[src/rtl/mips8_muldiv.sv]
// Iterative unsigned multiply/divide unit: one shift-add (MULTU) or restoring-subtract (DIVU)
// step per clock, results parked in HI/LO until the next completion.
module mips8_muldiv #(
  parameter int unsigned WIDTH = 8,
  parameter int unsigned CNT_W = 4
) (
  input  logic             clk,
  input  logic             rst_n,
  input  logic             start_i,
  input  logic             op_i,
  input  logic [WIDTH-1:0] a_i,
  input  logic [WIDTH-1:0] b_i,
  output logic             busy_o,
  output logic             done_o,
  output logic [WIDTH-1:0] hi_o,
  output logic [WIDTH-1:0] lo_o,
  output logic             div_by_zero_o
);

  typedef enum logic [1:0] {StIdle, StRun, StDone} state_e;

  state_e           state_q, state_d;
  logic [CNT_W-1:0] cnt_q, cnt_d;
  logic             op_q, op_d;
  logic [WIDTH-1:0] b_q, b_d;
  // acc: partial remainder / high product half; mq: multiplier or dividend -> quotient
  logic [WIDTH-1:0] acc_q, acc_d;
  logic [WIDTH-1:0] mq_q, mq_d;
  logic [WIDTH-1:0] hi_q, hi_d;
  logic [WIDTH-1:0] lo_q, lo_d;
  logic             dbz_q, dbz_d;

  logic [WIDTH:0]   add_sum;
  logic [WIDTH:0]   trial;
  logic [WIDTH:0]   trial_diff;
  logic             qbit;
  logic [WIDTH-1:0] acc_nx;
  logic [WIDTH-1:0] mq_nx;
  logic             last;
  logic             accept;

  // One datapath step, selected by the latched opcode.
  always_comb begin
    add_sum    = mq_q[0] ? ({1'b0, acc_q} + {1'b0, b_q}) : {1'b0, acc_q};
    // WIDTH+1-bit trial keeps the shifted-out remainder MSB so no false borrow occurs.
    trial      = {acc_q, mq_q[WIDTH-1]};
    trial_diff = trial - {1'b0, b_q};
    qbit       = (trial >= {1'b0, b_q});
    if (op_q) begin
      acc_nx = qbit ? trial_diff[WIDTH-1:0] : trial[WIDTH-1:0];
      mq_nx  = {mq_q[WIDTH-2:0], qbit};
    end else begin
      acc_nx = add_sum[WIDTH:1];
      mq_nx  = {add_sum[0], mq_q[WIDTH-1:1]};
    end
  end

  assign last   = (cnt_q == CNT_W'(WIDTH - 1));
  assign accept = start_i && (state_q != StRun);

  always_comb begin
    state_d = state_q;
    cnt_d   = cnt_q;
    op_d    = op_q;
    b_d     = b_q;
    acc_d   = acc_q;
    mq_d    = mq_q;
    hi_d    = hi_q;
    lo_d    = lo_q;
    dbz_d   = dbz_q;
    unique case (state_q)
      StRun: begin
        acc_d = acc_nx;
        mq_d  = mq_nx;
        cnt_d = cnt_q + CNT_W'(1);
        if (last) begin
          state_d = StDone;
          hi_d    = acc_nx;
          lo_d    = mq_nx;
          dbz_d   = op_q && (b_q == '0);
        end
      end
      StDone:  state_d = StIdle;
      default: state_d = StIdle;
    endcase
    if (accept) begin
      state_d = StRun;
      cnt_d   = '0;
      op_d    = op_i;
      b_d     = b_i;
      acc_d   = '0;
      mq_d    = a_i;
      dbz_d   = 1'b0;
    end
  end

  always_ff @(posedge clk or negedge rst_n) begin
    if (!rst_n) begin
      state_q <= StIdle;
      cnt_q   <= '0;
      op_q    <= 1'b0;
      b_q     <= '0;
      acc_q   <= '0;
      mq_q    <= '0;
      hi_q    <= '0;
      lo_q    <= '0;
      dbz_q   <= 1'b0;
    end else begin
      state_q <= state_d;
      cnt_q   <= cnt_d;
      op_q    <= op_d;
      b_q     <= b_d;
      acc_q   <= acc_d;
      mq_q    <= mq_d;
      hi_q    <= hi_d;
      lo_q    <= lo_d;
      dbz_q   <= dbz_d;
    end
  end

  assign busy_o        = (state_q == StRun);
  assign done_o        = (state_q == StDone);
  assign hi_o          = hi_q;
  assign lo_o          = lo_q;
  assign div_by_zero_o = dbz_q;

endmodule
[config.mk]
export PLATFORM = sky130hd
export DESIGN_NAME = mips8_muldiv
export DESIGN_NICKNAME = d
export VERILOG_FILES = /design/src/rtl/mips8_muldiv.sv
export SDC_FILE = /design/constraint.sdc
export NUM_CORES = 1
export LEC_CHECK = 0
export BUFFER_PORTS_ARGS = -buffer_cell sky130_fd_sc_hd__clkbuf_2
export CAP_MARGIN = 20
export CORE_MARGIN = 5
export CORE_UTILIZATION = 35
export DETAILED_ROUTE_END_ITERATION = 8
export HOLD_SLACK_MARGIN = 0.1
export PLACE_DENSITY = 0.54
export SYNTH_ARGS = -nofsm -noshare
export SYNTH_HDL_FRONTEND = slang
export SYNTH_SLANG_ARGS = --single-unit
[constraint.sdc]
create_clock -name clk -period 5.65 [get_ports clk]
set_clock_uncertainty 0.2 [all_clocks]
set_input_delay 0.565 -clock clk [delete_from_list [all_inputs] [get_ports clk]]
set_output_delay 0.565 -clock clk [all_outputs]
set_load 0.005 [all_outputs]
Word level (Yosys, flattened, before mapping) --
Cells that the tools add are included.
Cells by class: add/sub/neg operators 3, $lt $le $gt $ge 1, equal/unequal tests 5, multiplexer cells 16, reductions and logical operators 7
Operators with widths (count):
- $mux 8 | 7
- $add 8x8->9 | 1
- $ge 9x8->1 | 1
- $mux 9 | 1
- $logic_not 8->1 | 1
- $mux 4 | 2
- $sub 8x8->8 | 1
- $mux 2 | 3
- $add 4x1->4 const B | 1
- $eq 4x3->1 const B | 1
- $reduce_and 2->1 | 2
- $reduce_bool 2->1 | 2
- $mux 1 | 3
- $ne 3x1->1 const B | 1
- $eq 2x1->1 const B | 1
- $eq 2x2->1 const B | 1
- $logic_and 1x1->1 | 2
- $ne 2x1->1 const B | 1
Storage, ports and cells: register bits 48, bits of input ports 20, output and inout bits 19, word-level logic and storage cells 41

Longest topological paths before layout --
word-level depth 5, depth in mapped cells 10, depth with buffers taken out 10

Least setup slack after synthesis --
Ideal clock, no wire load.
kind reg2reg, from reg acc_q[1], to reg acc_q[3], setup time 74 ps, data arrival time 2068 ps, data required time 5376 ps, path slack 3308 ps, cell stages (with the launch flop) 9, buffers on the path 1, period minus slack after synthesis 2342 ps, path through dfrtp_1 > ha_1 > clkbuf_1 > a21o_1 > a31oi_1 > o21a_4 > or3b_1 > a32o_2 > o21ai_2
Between the ends: longest elaborated chain between the ends 5, elaborated cells on any way between the ends 8, classes of those cells 2 x add/sub; 1 x order compare; 5 x mux
Ends and longest elaborated chain:
- from (decl) | line 27 | logic [WIDTH-1:0] acc_q, acc_d;
- from (signal assigned) | line 103 | acc_q <= '0;
- from (signal assigned) | line 113 | acc_q <= acc_d;
- $add 8x8->9 (tied with other cells) | line 44 | add_sum = mq_q[0] ? ({1'b0, acc_q} + {1'b0, b_q}) : {1'b0, acc_q};
- $mux 9 or $mux 8 (tied branches) | line 44, 50
- $mux 8 (*) | line 49 | if (op_q) begin
- $mux 8 (*) | line 71 | unique case (state_q)
- $mux 8 (*) | line 86 | if (accept) begin
Every way passes the cells marked *; elsewhere a longest branch is shown, timed or not. The select of a mux whose other input is x is not followed. A chain may end at the register's enable or synchronous reset.

Final worst setup path --
from reg state_q[1], to out busy_o
Between the ends: longest elaborated chain between the ends 1
Ends and longest elaborated chain:
- from (decl) | line 22 | state_e state_q, state_d;
- from (signal assigned) | line 99 | state_q <= StIdle;
- from (signal assigned) | line 109 | state_q <= state_d;
- $eq 2x1->1 | line 121 | assign busy_o = (state_q == StRun);
- to (decl) | line 13 | output logic busy_o,
No other way between the ends.

==> results.yml <==
worst_setup_path:
  crit_path_end_kind: "output pin"
  rr_startpoint: "state_q[1]"
  cp-start-kind: "flop"
  critPathMaxFanout: 25
  worst-setup-path-type: "flop to output pin"
  crit_path_end: "busy_o"
  reg2reg_depth: 5
  regToRegSetupSlack_ns: 2.60
  cp.required_ns: 4.89
  timing.rr.end: "lo_o[6]"
  cp-startpoint: "state_q[1]"
  arrival_ns: 2.36
finish:
  area_delta_synth_final_pct: 11.8
  drive_gt1_frac: 0.204
  nets: 386
  n_antenna_cell: 0
synth:
  synth_common_cells: "48 x dfrtp_1, 27 x nand2_1, 27 x o21ai_0"
  synthFlopType: "dfrtp_1"
  yosys.area.top_type: "dfrtp_1"
  yosysWarnings: 0
  synth_cells: 314
  synth_area_sq_um: 3020
  synth_top_area_share: 0.397
  yosysMostFrequentCell: "dfrtp_1"
  synth-seq-cells: 48
  syn-mean-instance-area_sq_um: 9.63
  syn_nets: 353
  synth_edf_count: 0
  synth_cell_types: 59
  async_flop_share: 1.00
  yosys-top-cells-area: "dfrtp_1 40%, ha_1 7.0%, mux2i_1 5.0%, o21ai_0 4.5%, mux2_2 4.5%"
  yosysSeqAreaShare: 0.397
timing:
  finalCritPeriodShare: 0.553
  tightest_slew_ns: 0.897
  fin_setup_tns_ns: 0
  rsz0062_at_grt: "no"
  fmax_mhz: 320
  drv_slew: 0
  period_needed_ns: 3.12
  setup_viol_count_final: 0
  hold_viol_final: 0
  max-slew-margin-rel: 0.402
  worst_slack_ns: 2.53
clock_tree:
  cts_resized: 0
  clock-sinks: 48
  clk_latency_ns: 0.30
  h-tree-depth: 2
  cts_setup_buffers: 0
  clkTransAtPathRegs_ns: 0.10
  cts-root-buf: "clkbuf_8"
  ctsHoldBuffers: 0
  cts_buffer_depth: 2
  cts_buffers: 5
  cts_tree: "yes"
drt:
  finalWirelength_um: 7060
  antenna_left: 0
  dr_wl_met2_um: 3230
  wl_met1_um: 3480
  vias_per_cell: 5.11
  via_count: 2328
  dr.pass1.iters: 4
  drc: 0
  top_layer: "met4"
  drt_iter0_markers: 124
  routed-wl-met3_um: 215
  avgRoutedWirePerCell_um: 15.5
floorplan:
  core_area_sq_um: 8550
  row_count: 34
  die_w_um: 103
  dieArea_sq_um: 10600
  die_h_um: 103
  ioPinCount: 39
  initial_core_util: 0.354
worst_hold_path:
  hold_path.class: "primary input to async pin"
placement:
  post-place-ws_ns: 2.60
  gp_congestion: 0.803
  portBuffers: 38
  dp_hpwl_um: 5170
grt:
  antenna_found_initial: 0
  grt_max_degree: 49
  overflow: 0
  grt_pass1_wl_um: 12100
  grt_usage: 0.144
  grt_pass1_vias: 2423
pwr:
  irDropWorstVdd_mv: 0.257
  p_per_area_nw_per_um2: 738
  leakagePower_nw: 1.59
job:
  maxCapViolCount: 0
outcome:
  status: "finished, final reports clean"
[critical path: stages (launching register included)]
cell and delay, ns:
dfrtp_1 0.35, nand2b_1 0.70, clkinv_1 0.73, clkbuf_2 0.28
[kinds of logic (layout without fill, tap and decap cells)]
| family | count (synthesis) | in the layout | synth area share |
|---|---|---|---|
| flip-flops | 48 | 48 | 0.397 |
| AO/OA/AOI/OAI | 94 | 94 | 0.202 |
| AND/OR/NAND/NOR | 87 | 87 | 0.148 |
| adder cells (fa/ha/maj) | 19 | 19 | 0.0836 |
| buffers and inverters | 33 | 67 | 0.0567 |
| XOR/XNOR | 6 | 6 | 0.0174 |
| multiplexers | 27 | 27 | 0.0944 |
[layout by cell type, fill, tap and decap left out, drive strengths merged, types with 2 or more instances in the layout]
cell type / count
clkbuf: 43
xor2: 2
inv: 17
dfrtp: 48
nand2b: 3
nor3: 4
xnor2: 4
mux2: 12
nand3: 2
a31oi: 2
nor2b: 7
and3: 4
a21oi: 21
a21o: 8
o211ai: 4
nand3b: 8
ha: 17
clkinv: 2
o21a: 2
a211oi: 10
nand2: 27
o21ai: 33
fa: 2
a221oi: 2
buf: 3
nor3b: 2
mux2i: 15
nor2: 21
[how the worst min path moves through the flow]
stage | end | slack (ns) | cells past startpoint | from
global placement | hi_o[3] | 0.27 | 2 | hi_o[3]
CTS | hi_o[1] | 0.17 | 2 | rst_n
global route | hi_o[1] | 0.19 | 2 | rst_n
finish | b_q[1] | 0.15 | 2 | rst_n
detailed placement | lo_o[6] | 0.27 | 2 | lo_o[6]
floorplan | acc_q[0] | 0.07 | 0 | rst_n
[per-stage QoR]
step | cells | hold WS, ns | utilization | total power [mW] | instance area (sq um)
floorplan | 314 | 0.0694 | - | 1.89 | 3020
CTS | 456 | 0.170 | 0.395 | 2.51 | 3380
global placement | 448 | 0.266 | 0.382 | 2.23 | 3270
detailed placement | 448 | 0.274 | 0.382 | 2.25 | 3270
global route | 456 | 0.195 | 0.395 | 2.76 | 3380
finish | 456 | 0.148 | 0.395 | 2.49 | 3380
[metal layers]
layer / up-vias / track usage
li1: 1192 / -
met1: 1094 / 0.198
met2: 34 / 0.230
met3: 8 / 0.0250
met4: 0 / 0.0478
met5: - / 0
[cell type report]
cell class              count  area (sq um)
clock buffers               5          68.8
repair buffers             41           213
clock inverters             3          42.5
fillers                   848          5170
flip-flops and latches     48          1200
multi-input cells         233          1650
inverters                  18          67.6
well taps                 108           135
[where the power goes]
group | switching [mW] | internal, mW
Sequential | 0.164 | 0.517
Combinational | 0.862 | 0.697
Clock | 0.122 | 0.131
Total | 1.15 | 1.34
[flip-flops by register name, indices dropped and copies added (netlist names)]
register       flops
div_by_zero_o      1
op_q               1
state_q            2
lo_o               8
mq_q               8
acc_q              8
b_q                8
hi_o               8
cnt_q              4
Note: power is estimated with default switching activity, not from simulation.
